$ cat config.mk
export PLATFORM = sky130hd
export DESIGN_NAME = hazard_ctrl
export DESIGN_NICKNAME = d
export VERILOG_FILES = /design/src/rtl/hazard_pkg.sv /design/src/rtl/hazard_ctrl_hs_fsm.sv /design/src/rtl/hazard_ctrl.sv
export SDC_FILE = /design/constraint.sdc
export NUM_CORES = 1
export LEC_CHECK = 0
export BUFFER_PORTS_ARGS = -buffer_cell sky130_fd_sc_hd__clkbuf_2
export CORE_MARGIN = 3
export CORE_UTILIZATION = 38
export CTS_CLUSTER_SIZE = 25
export DETAILED_ROUTE_END_ITERATION = 10
export PLACE_DENSITY_LB_ADDON = 0.1
export SYNTH_ARGS = -nofsm -noshare
export SYNTH_HDL_FRONTEND = slang
export SYNTH_SLANG_ARGS = --single-unit
export TNS_END_PERCENT = 50
$ cat constraint.sdc
create_clock -name clk -period 2.1 [get_ports clk]
set_input_delay 0.21 -clock clk [delete_from_list [all_inputs] [get_ports clk]]
set_output_delay 0.21 -clock clk [all_outputs]
set_load 0.02 [all_outputs]
$ cat src/rtl/hazard_pkg.sv
// Shared definitions for the pipeline hazard unit: forwarding select codes,
// handshake state encodings and small register-match helpers.
package hazard_pkg;

    // Forwarding select codes for the execute-stage operand muxes
    localparam logic [1:0] FWD_REG = 2'b00;
    localparam logic [1:0] FWD_WB  = 2'b01;
    localparam logic [1:0] FWD_MEM = 2'b10;

    // Divider handshake states
    typedef enum logic {
        D_IDLE = 1'b0,
        D_BUSY = 1'b1
    } div_state_t;

    // Data-memory handshake states
    typedef enum logic {
        M_IDLE = 1'b0,
        M_WAIT = 1'b1
    } mem_state_t;

    // Generic request/acknowledge tracker states
    typedef enum logic {
        HS_IDLE = 1'b0,
        HS_BUSY = 1'b1
    } hs_state_t;

    // True when a stage that writes dst produces the value src needs; $0 never matches
    function automatic logic reg_hit(input logic wr_en, input logic [4:0] dst, input logic [4:0] src);
        return wr_en & (dst != 5'd0) & (dst == src);
    endfunction

    // Execute-stage bypass select: the youngest producer (memory stage) wins
    function automatic logic [1:0] fwd_sel(input logic rw_m, input logic [4:0] wr_m,
                                           input logic rw_w, input logic [4:0] wr_w,
                                           input logic [4:0] src);
        logic [1:0] sel_s;
        if (reg_hit(rw_m, wr_m, src)) begin
            sel_s = FWD_MEM;
        end else if (reg_hit(rw_w, wr_w, src)) begin
            sel_s = FWD_WB;
        end else begin
            sel_s = FWD_REG;
        end
        return sel_s;
    endfunction

endpackage

$ cat src/rtl/hazard_ctrl_hs_fsm.sv
// Two-state request/acknowledge tracker. Leaves idle on launch, returns to
// idle on ack or abort. Used for both the divider and the data-memory port.
import hazard_pkg::*;

module hazard_hs_fsm (
    input  logic clk,
    input  logic rst,
    input  logic launch,
    input  logic ack,
    input  logic abort,
    output logic busy
);

    hs_state_t state_r;

    // Track whether a transaction is outstanding
    always_ff @(posedge clk) begin
        if (rst) begin
            state_r <= HS_IDLE;
        end else begin
            case (state_r)
                HS_IDLE: begin
                    if (launch) begin
                        state_r <= HS_BUSY;
                    end else begin
                        state_r <= HS_IDLE;
                    end
                end
                HS_BUSY: begin
                    if (abort | ack) begin
                        state_r <= HS_IDLE;
                    end else begin
                        state_r <= HS_BUSY;
                    end
                end
                default: state_r <= HS_IDLE;
            endcase
        end
    end

    assign busy = (state_r == HS_BUSY);

endmodule

$ cat src/rtl/hazard_ctrl.sv
// Hazard unit for the 5-stage MIPS pipeline: operand forwarding, load-use and
// branch stalls, divider and data-memory handshakes, exception flushes.
// Optional feature macro: HAZARD_PERF_CNT_EN enables the stalled-cycle counter;
// without it stall_cnt is held at zero and no counter flops exist.
import hazard_pkg::*;

module hazard_ctrl #(
    parameter int CNT_W = 32
) (
    input  logic             clk,
    input  logic             rst,
    input  logic [4:0]       rsD,
    input  logic [4:0]       rtD,
    input  logic [4:0]       rsE,
    input  logic [4:0]       rtE,
    input  logic [4:0]       writeregE,
    input  logic [4:0]       writeregM,
    input  logic [4:0]       writeregW,
    input  logic             regwriteE,
    input  logic             regwriteM,
    input  logic             regwriteW,
    input  logic             memtoregE,
    input  logic             memtoregM,
    input  logic             branchD,
    input  logic             jrD,
    input  logic             div_instrE,
    input  logic             div_ready,
    input  logic             mem_enM,
    input  logic             data_ok,
    input  logic             exceptM,
    output logic             forwardaD,
    output logic             forwardbD,
    output logic [1:0]       forwardaE,
    output logic [1:0]       forwardbE,
    output logic             stallF,
    output logic             stallD,
    output logic             stallE,
    output logic             stallM,
    output logic             stallW,
    output logic             flushD,
    output logic             flushE,
    output logic             flushM,
    output logic             flushW,
    output logic             div_start,
    output logic             div_cancel,
    output logic             data_req,
    output logic [CNT_W-1:0] stall_cnt
);

    logic       div_busy_s;
    logic       mem_busy_s;
    div_state_t div_state_s;
    mem_state_t mem_state_s;
    logic       lwstall_s;
    logic       brstall_s;
    logic       div_stall_s;
    logic       mem_stall_s;
    logic       exc_s;
    logic       stall_fd_s;
    logic       stall_e_s;

    // Bypass selects for execute operands and the decode-stage branch compare
    always_comb begin
        forwardaE = fwd_sel(regwriteM, writeregM, regwriteW, writeregW, rsE);
        forwardbE = fwd_sel(regwriteM, writeregM, regwriteW, writeregW, rtE);
        forwardaD = reg_hit(regwriteM, writeregM, rsD);
        forwardbD = reg_hit(regwriteM, writeregM, rtD);
    end

    // Load-use and branch/jr operand-not-ready stalls
    always_comb begin
        lwstall_s = memtoregE & ((rtE == rsD) | (rtE == rtD));
        brstall_s = (branchD & (reg_hit(regwriteE, writeregE, rsD) | reg_hit(regwriteE, writeregE, rtD) |
                                reg_hit(memtoregM, writeregM, rsD) | reg_hit(memtoregM, writeregM, rtD)))
                  | (jrD & (reg_hit(regwriteE, writeregE, rsD) | reg_hit(memtoregM, writeregM, rsD)));
    end

    // Divider handshake: launch from idle, cancel on exception while busy
    hazard_hs_fsm u_div_fsm (
        .clk    (clk),
        .rst    (rst),
        .launch (div_instrE & ~exceptM),
        .ack    (div_ready),
        .abort  (exceptM),
        .busy   (div_busy_s)
    );

    // Memory handshake: only enters wait when the response is not same-cycle;
    // an exception never aborts an in-flight access
    hazard_hs_fsm u_mem_fsm (
        .clk    (clk),
        .rst    (rst),
        .launch (mem_enM & ~exceptM & ~data_ok),
        .ack    (data_ok),
        .abort  (1'b0),
        .busy   (mem_busy_s)
    );

    assign div_state_s = div_busy_s ? D_BUSY : D_IDLE;
    assign mem_state_s = mem_busy_s ? M_WAIT : M_IDLE;

    // Divider launch/cancel strobes and the execute-stage hold they imply
    always_comb begin
        div_start   = 1'b0;
        div_cancel  = 1'b0;
        div_stall_s = 1'b0;
        case (div_state_s)
            D_IDLE: begin
                if (div_instrE & ~exceptM) begin
                    div_start   = 1'b1;
                    div_stall_s = 1'b1;
                end else begin
                    div_start   = 1'b0;
                    div_stall_s = 1'b0;
                end
            end
            D_BUSY: begin
                if (exceptM) begin
                    div_cancel  = 1'b1;
                    div_stall_s = 1'b0;
                end else begin
                    div_cancel  = 1'b0;
                    div_stall_s = ~div_ready;
                end
            end
            default: begin
                div_start   = 1'b0;
                div_cancel  = 1'b0;
                div_stall_s = 1'b0;
            end
        endcase
    end

    // Memory request level and the pipeline hold while the response is pending
    always_comb begin
        data_req    = 1'b0;
        mem_stall_s = 1'b0;
        case (mem_state_s)
            M_IDLE: begin
                if (mem_enM & ~exceptM) begin
                    data_req    = 1'b1;
                    mem_stall_s = ~data_ok;
                end else begin
                    data_req    = 1'b0;
                    mem_stall_s = 1'b0;
                end
            end
            M_WAIT: begin
                data_req    = 1'b1;
                mem_stall_s = ~data_ok;
            end
            default: begin
                data_req    = 1'b0;
                mem_stall_s = 1'b0;
            end
        endcase
    end

    // Stall/flush combination; an exception is held off until the access completes
    always_comb begin
        exc_s      = exceptM & ~((mem_state_s == M_WAIT) & ~data_ok);
        stall_fd_s = lwstall_s | brstall_s | div_stall_s | mem_stall_s;
        stall_e_s  = div_stall_s | mem_stall_s;
        flushD     = exc_s;
        flushE     = ((lwstall_s | brstall_s) & ~stall_e_s) | exc_s;
        flushM     = (div_stall_s & ~mem_stall_s) | exc_s;
        flushW     = exc_s;
        stallF     = stall_fd_s & ~flushD;
        stallD     = stall_fd_s & ~flushD;
        stallE     = stall_e_s & ~flushE;
        stallM     = mem_stall_s & ~flushM;
        stallW     = mem_stall_s & ~flushW;
    end

`ifdef HAZARD_PERF_CNT_EN
    logic [CNT_W-1:0] stall_cnt_r;

    // Count fetch-stalled cycles, wrapping naturally at the counter width
    always_ff @(posedge clk) begin
        if (rst) begin
            stall_cnt_r <= {CNT_W{1'b0}};
        end else if (stallF) begin
            stall_cnt_r <= stall_cnt_r + {{(CNT_W-1){1'b0}}, 1'b1};
        end else begin
            stall_cnt_r <= stall_cnt_r;
        end
    end

    assign stall_cnt = stall_cnt_r;
`else
    assign stall_cnt = {CNT_W{1'b0}};
`endif

endmodule

; ---- Word-level counts from Yosys, hierarchy flattened
; Cells that the tools add are included.
[word_totals]
word_cells = 90
in_bits = 49
regBits = 2
output_inout_bits = 50
[classes]
n_mux = 21
eq_ne = 10
bitwise_logic = 54
n_reduce_logical = 3
[op_table]
columns = op, count
row1 = $eq A5 B5 Y1, 10
row2 = $and A1 B1 Y1, 28
row3 = $reduce_bool A5 Y1, 3
row4 = $mux W1, 14
row5 = $not A1 Y1, 13
row6 = $or A1 B1 Y1, 13
row7 = $pmux W1 S2, 5
row8 = $mux W2, 2

; ---- Depth between registers and ports, before layout
; Gate-level depths: netlist of run 1.
[depth]
word_depth = 13
mapped_depth = 7
ltp_nobuf = 5

; ---- By module
; From an unflattened synthesis of run 1, not the netlist that was laid out.
[hier_totals]
hier_cells = 152
area_unflattened_um2 = 1127.3
[modules_own_cells]
columns = module, area_each_um2, seq_area_each_um2, cells_each, instances
row1 = hazard_ctrl, 1047.3, 0.0, 144, 1
row2 = hazard_hs_fsm, 40.0, 20.0, 4, 2

; ---- Worst setup path after synthesis of run 1
; OpenSTA, ideal clock, no wires.
[synth_timing]
path_type = in2out
from = input writeregM[2]
to = output stallF
required_ns = 1.890
n_path_buf = 2
cell_stages = 7
setup_slack_ns = 0.077
arrival_time_ns = 1.813
path_cell_list = buf_2 -> or4_4 -> nor2_1 -> nor4_1 -> nor3_2 -> o221ai_1 -> buf_4
[synth_between]
elab_chain_len = 11
[synth_rtl]
columns = item, line_no
row1 = start: declaration, hazard_ctrl.sv:17  ; input logic [4:0] writeregM,
row2 = $reduce_bool A5 Y1, hazard_pkg.sv:30  ; return wr_en & (dst != 5'd0) & (dst == src);
row3 = $and A1 B1 Y1 (2 in series), hazard_pkg.sv:30
row4 = $or A1 B1 Y1, hazard_ctrl.sv:73  ; brstall_s = (branchD & (reg_hit(regwriteE, writeregE, rsD) | reg_hit(regwriteE, writeregE, rtD) |
row5 = $or A1 B1 Y1, hazard_ctrl.sv:74  ; reg_hit(memtoregM, writeregM, rsD) | reg_hit(memtoregM, writeregM, rtD)))
row6 = $and A1 B1 Y1, hazard_ctrl.sv:73
row7 = $or A1 B1 Y1 *, hazard_ctrl.sv:75  ; | (jrD & (reg_hit(regwriteE, writeregE, rsD) | reg_hit(memtoregM, writeregM, rsD)));
row8 = $or A1 B1 Y1 * (3 in series), hazard_ctrl.sv:162  ; stall_fd_s = lwstall_s | brstall_s | div_stall_s | mem_stall_s;
row9 = $and A1 B1 Y1 *, -
row10 = end: declaration, hazard_ctrl.sv:35  ; output logic stallF,
; Every way passes the cells marked *; elsewhere a longest branch is shown, timed or not.

; ---- Worst setup path in the final report of run 1
[layout_timing]
from = input writeregM[3]
to = output forwardaE[0]
[layout_between]
elab_chain_len = 4
[layout_rtl]
columns = item, line_no
row1 = $reduce_bool A5 Y1, hazard_pkg.sv:30
row2 = $and A1 B1 Y1, hazard_pkg.sv:30
row3 = $and A1 B1 Y1 *, hazard_pkg.sv:30
row4 = $mux W2 *, hazard_pkg.sv:38  ; if (reg_hit(rw_m, wr_m, src)) begin
row5 = end: declaration, hazard_ctrl.sv:33  ; output logic [1:0] forwardaE,
; Marks and branches as above.

==> results of run 1 <==
## metal layers
metal	share of wire (%)	wire, um	vias up	global-route usage [%]
li1	-	-	557	-
met5	0	0	-	0
met4	0.95	27	0	5.70
met3	7.5	213	4	1.73
met1	43	1220	475	20.7
met2	49	1380	60	25.6
## flip-flops by register name (all words and copies together), names as in the netlist
| register | cells |
|---|---|
| u_div_fsm.busy | 1 |
| u_mem_fsm.busy | 1 |
## metrics by stage
stage | instances | instance area [um^2] | hold slack [ns]
6_report | 242 | 1350 | 0.156
3_5_place_dp | 239 | 1330 | 0.391
4_1_cts | 242 | 1350 | 0.149
3_3_place_gp | 239 | 1330 | 0.393
5_1_grt | 242 | 1350 | 0.150
2_1_floorplan | 179 | 1230 | 0.282
## path summary, 6_finish.rpt
path	startpoint	endpoint	slack [ns]	cells after the start
worst max-delay path	writeregM[3]	forwardaE[0]	0.23	6
worst min-delay path	rst	u_mem_fsm.busy$_SDFF_PP0_	0.16	2
worst max register to register	u_div_fsm.busy$_SDFF_PP0_	u_div_fsm.busy$_SDFF_PP0_	1.27	3
worst min register to register	u_div_fsm.busy$_SDFF_PP0_	u_div_fsm.busy$_SDFF_PP0_	0.60	2
## kinds of logic after synthesis
group                     count (synthesis)
AOI/OAI and AO/OA                        11
xor gates and xnor gates                 50
buffers and inverters                    42
DFF                                       2
other                                     1
and+or+nand+nor                          42
## worst max-delay path: cells and delay by family
kind	cells	cell delay, ns
simple gates	3	0.91
compound gates	1	0.18
buf+inv	2	0.35
## power breakdown
part	internal (mW)	total, mW	switching [mW]	leakage, nW
clock network	0.0631	0.0856	0.0225	0.0138
logic	0.121	0.314	0.193	0.627
registers	0.0400	0.0409	0.000981	0.0164
total	0.224	0.441	0.217	0.657
## cell type report
cell class              instances  area share, %
repair buffers                 68           25.5
multi-input cells             135           66.1
clock buffers                   3           1.67
flip-flops and latches          2           2.96
inverters                       3          0.833
well taps                      31           2.87
## cell usage after synthesis (2+ instances only)
| library cell | count |
|---|---|
| buf_4 | 34 |
| o221ai_1 | 2 |
| nor2b_1 | 2 |
| o21ai_0 | 4 |
| or4_1 | 4 |
| nor4_2 | 2 |
| xnor2_1 | 33 |
| nor4_1 | 5 |
| nor2_1 | 5 |
| nand3_1 | 4 |
| a21oi_1 | 2 |
| xor2_1 | 17 |
| dfxtp_1 | 2 |
| nand4_1 | 3 |
| inv_1 | 3 |
| clkbuf_1 | 2 |
| nand2_1 | 8 |
| nor4b_1 | 2 |
| buf_2 | 2 |
==> qor.yml, run 1 <==
timing:
  maxSlewViolCount: 0
  skew_ns: 0
  worst_slack_ns: 0.232
  min_period_ns: 1.87
  min_period_over_period_pct: 88.9
  fmax_mhz: 535
  grt_setup_unrepaired: "no"
  setup_tns_ns: 0
  setup_viol: 0
  hold_violations: 0
logic_synthesis:
  mappedNetlistArea_um2: 1110
  async_reset_ff_share_pct: 0
  yosysTopAreaCell: "xnor2_1"
  ys_seq_elements: 2
  synth_top_family_by_area: "XOR/XNOR gates"
  synth_area_leaders: "xnor2_1 (26%), buf_4 (23%), xor2_1 (13%), dfxtp_1 (3.6%), nor4_1 (2.8%)"
  synth_compound_area_share_pct: 7.08
  synth_top_area_share_pct: 26.0
  synth_mux_area_share_pct: 0
  synth-adder-area-share_pct: 0
  seq_area_frac_synth_pct: 3.60
  syn_inst: 148
  yosys.area_share.simple_pct: 23.1
  synth_edf_count: 0
  ys_warn_count: 0
  ys_types: 31
  yosys_most_used_dff: "dfxtp_1"
  synth_xor_xnor_area_share_pct: 39.3
  syn_avg_cell_area_um2: 7.52
route:
  vias: 1096
  drtAntennaViolNets: 0
  viasPerCell: 4.53
  wire_per_inst_um: 11.8
  drcViolationCount: 0
  firstDrtPassIters: 4
  drtIter0Drc: 21
  routed_wl_um: 2850
critical_path:
  cp_slowest_cell: "or4_4"
  critPathLaunchType: "input pin"
  cpPeakStageDelay_ns: 0.51
  end_kind: "output pin"
  worstPathArrival_ns: 1.66
  crit_type: "input pin to output pin"
  crit_fanout: 5
  cp_cell_sequence: "clkbuf_2, or4_4, o21ai_4, nor4_1, nor4_2, clkbuf_2"
  cp.required_ns: 1.89
  critPathMostFrequentCell: "clkbuf_2"
finish:
  syn2layout_area_growth_pct: 21.5
  seqCellArea_um2: 40.0
  layout_common_cells: "clkbuf_2 (66), xnor2_1 (33), conb_1 (32)"
  final_common_cell: "clkbuf_2"
  final_layout_size_suffix_gt1_share_pct: 36.0
  antenna_cells: 0
  utilization_pct: 48.6
  nNetsFinal: 262
  multi_input_area_um2: 895
  fillers: 302
clock_tree:
  cts.sinks: 2
  cts.path.max_buffers: 2
  hold_buffers: 0
  cts_buffers: 3
  clk_latency_ns: 0.22
  cts-root-buf: "clkbuf_4"
  cts_setup_buffers: 0
  ctsResizeCount: 0
  htreeDepth: 1
  path_clk_slew_ns: 0.03
  cts_tree: "yes"
placed_design:
  place_hpwl_um: 2590
  gp_congestion: 0.760
  pre_cts_slack_ns: 0.189
  io_buffer_count: 66
global_routing:
  grt_antenna_before_repair: 0
  grt_pass1_wl_um: 4340
  grt_max_degree: 7
  grt_usage_pct: 15.6
  overflow: 0
  grt_pass1_vias: 1002
floorplan:
  rows: 19
  die_area_um2: 3620
  dieHeight_um: 60.1
  start_util_pct: 40.0
  io_pins: 99
  die_x_um: 60.1
  core_um2: 2780
pwr:
  cellPowerDensity_nw_per_um2: 326
  ir_drop_mv: 0.197
  cellLeakagePower_nw: 0.657
  p_total_uw: 441
outcome:
  status: "completed"
min_path:
  hold_class: "input pin to register"
flow_run:
  maxCapViolCount: 0
(Power assumes the default switching activity.)
==> inputs of run 2 (changes only) <==
- CORE_UTILIZATION: 38 -> 35
- SYNTH_HIERARCHICAL: unset -> 1
- clock period: 2.1 -> 1.7 ns (I/O delays scaled with it)
==> run 2 against run 1 <==
Effect of this change:
- flip-flop and latch count unchanged
- first-iteration DRC count increased by 29%
- sequential power increased by 26%
- synthesized cell count increased by 2.7%
- setup slack got worse by 0.15 ns
- worst hold slack got worse by 0.031 ns
- clock power increased by 25%
- sequential share of layout area decreased by 0.10 points
- critical path depth increased by 1
- synthesized area increased by 1.2%
- wire length increased by 9.1%
==> qor.yml, run 2 <==
finish:
  final_common_cell: "clkbuf_2"
  layout_common_cells: "clkbuf_2 (63), conb_1 (33), xnor2_1 (31)"
  nNetsFinal: 269
  syn2layout_area_growth_pct: 28.1
  antenna_cells: 0
  final_layout_size_suffix_gt1_share_pct: 38.5
  stdcell_area_um2: 1440
floorplan:
  die_x_um: 62.8
  rows: 19
  die_area_um2: 3940
  core_um2: 2900
  start_util_pct: 38.9
  io_pins: 99
  dieHeight_um: 62.8
outcome:
  status: "completed"
logic_synthesis:
  yosys_most_used_dff: "dfxtp_1"
  seq_area_frac_synth_pct: 3.55
  mappedNetlistArea_um2: 1130
  synthMostInstantiatedCell: "buf_4"
  synth_area_leaders: "buf_4 (25%), xnor2_1 (25%), xor2_1 (14%), dfxtp_1 (3.6%), nand2b_1 (3.3%)"
  async_reset_ff_share_pct: 0
  syn_inst: 152
  ys_warn_count: 6
  ys_types: 29
  yosysTopAreaCell: "buf_4"
  synth_top_area_share_pct: 25.3
  synth_edf_count: 0
  syn_avg_cell_area_um2: 7.42
  ys_seq_elements: 2
  synth_commonest_cells: "buf_4 (38), xnor2_1 (32), xor2_1 (18)"
placed_design:
  placed_cell_area_um2: 1370
  pre_cts_slack_ns: 0.0546
  io_buffer_count: 66
  place_hpwl_um: 2780
  gp_congestion: 0.835
timing:
  maxSlewViolCount: 0
  worst_slack_ns: 0.0844
  grt_setup_unrepaired: "yes"
  fmax_mhz: 619
  min_period_over_period_pct: 95.0
  hold_violations: 0
  setup_viol: 0
  setup_tns_ns: 0
  skew_ns: 0
  min_period_ns: 1.62
min_path:
  hold_class: "input pin to register"
global_routing:
  grt_pass1_vias: 1072
  grt_pass1_wl_um: 4950
  grt_usage_pct: 15.2
  overflow: 0
  grt_max_degree: 7
  grt_antenna_before_repair: 0
pwr:
  p_total_uw: 562
  cellLeakagePower_nw: 0.699
  ir_drop_mv: 0.148
  cellPowerDensity_nw_per_um2: 389
route:
  wire_per_inst_um: 11.9
  drtAntennaViolNets: 0
  vias: 1163
  drcViolationCount: 0
  drtIter0Drc: 27
  firstDrtPassIters: 4
  viasPerCell: 4.47
  routed_wl_um: 3110
clock_tree:
  cts.sinks: 2
  path_clk_slew_ns: 0.03
  cts_buffers: 3
  htreeDepth: 1
  cts-root-buf: "clkbuf_4"
  clk_latency_ns: 0.22
  cts.path.max_buffers: 2
  cts_tree: "yes"
critical_path:
  cp.required_ns: 1.53
  critPathLaunchType: "input pin"
  end_kind: "output pin"
  crit_fanout: 5
  crit_type: "input pin to output pin"
  worstPathArrival_ns: 1.45
flow_run:
  maxCapViolCount: 0
-- run 2: cell count changes in the layout (fill, tap and decap cells not counted), moves of 2 or more --
| cell | delta |
|---|---|
| a21oi_1 | +2 |
| buf_4 | +4 |
| clkbuf_2 | -3 |
| nand2_1 | -3 |
| nand2b_1 | +5 |
| nor4_1 | -4 |
| nor4b_1 | -2 |
| o221ai_1 | -2 |
| or3b_1 | +2 |
| xnor2_1 | -2 |
-- run 2: worst max-delay path, cell delays in order --
cell	delay, ns
clkbuf_2	0.15
xnor2_1	0.19
nand3_2	0.14
o31ai_2	0.22
o2111ai_2	0.17
a31oi_2	0.23
buf_4	0.17
-- run 2: power breakdown --
part	switching [mW]	internal, mW	leakage, nW
combinational	0.247	0.156	0.668
clock	0.0289	0.0781	0.0138
sequential	0.00206	0.0495	0.0167
-- run 2: what timing repair did --
action / in CTS / in global routing
setup buffers: 0 / 1
resized for setup: 0 / 12
setup endpoints to repair: 0 / 4
hold buffers: 0 / 0
-- run 2: final cells by class --
type / instances / area [um^2]
Fill cell: 295 / 1460
Inverter: 3 / 11.3
Timing Repair Buffer: 70 / 365
Multi-Input combinational cell: 140 / 951
Tap cell: 42 / 52.6
Clock buffer: 3 / 22.5
Sequential cell: 2 / 41.3
-- run 2: final timing paths --
| path | start | to | slack [ns] | cells past startpoint |
|---|---|---|---|---|
| min reg2reg | u_div_fsm/busy$_SDFF_PP0_ | u_div_fsm/busy$_SDFF_PP0_ | 0.56 | 2 |
| max | writeregM[2] | stallF | 0.08 | 7 |
| max reg2reg | u_mem_fsm/busy$_SDFF_PP0_ | u_mem_fsm/busy$_SDFF_PP0_ | 0.78 | 2 |
| min | rst | u_div_fsm/busy$_SDFF_PP0_ | 0.12 | 2 |
-- run 2: cell families (layout without fill, tap and decap cells) --
| kind of cell | after synthesis | in the layout | share of synthesized area, % |
|---|---|---|---|
| compound gates | 17 | 17 | 9.10 |
| xor+xnor | 50 | 50 | 38.8 |
| buf+inv | 42 | 76 | 26.7 |
| flops | 2 | 2 | 3.55 |
| other cells | 1 | 33 | 0.333 |
| simple gates | 40 | 40 | 21.4 |
-- run 2: layer usage --
metal	GRT usage (%)	vias up	wire [um]
li1	-	575	-
met1	21.1	526	1400
met2	25.0	60	1450
met3	1.26	2	240
met4	4.13	0	19
met5	0	-	0
-- run 2: per-stage QoR --
stage / utilization, % / std cells / hold slack [ns]
after floorplan: - / 184 / 0.239
after global placement: 47.3 / 256 / 0.365
after detailed placement: 47.3 / 256 / 0.356
after CTS: 48.1 / 259 / 0.120
after global routing: 49.8 / 260 / 0.121
final: 49.8 / 260 / 0.125
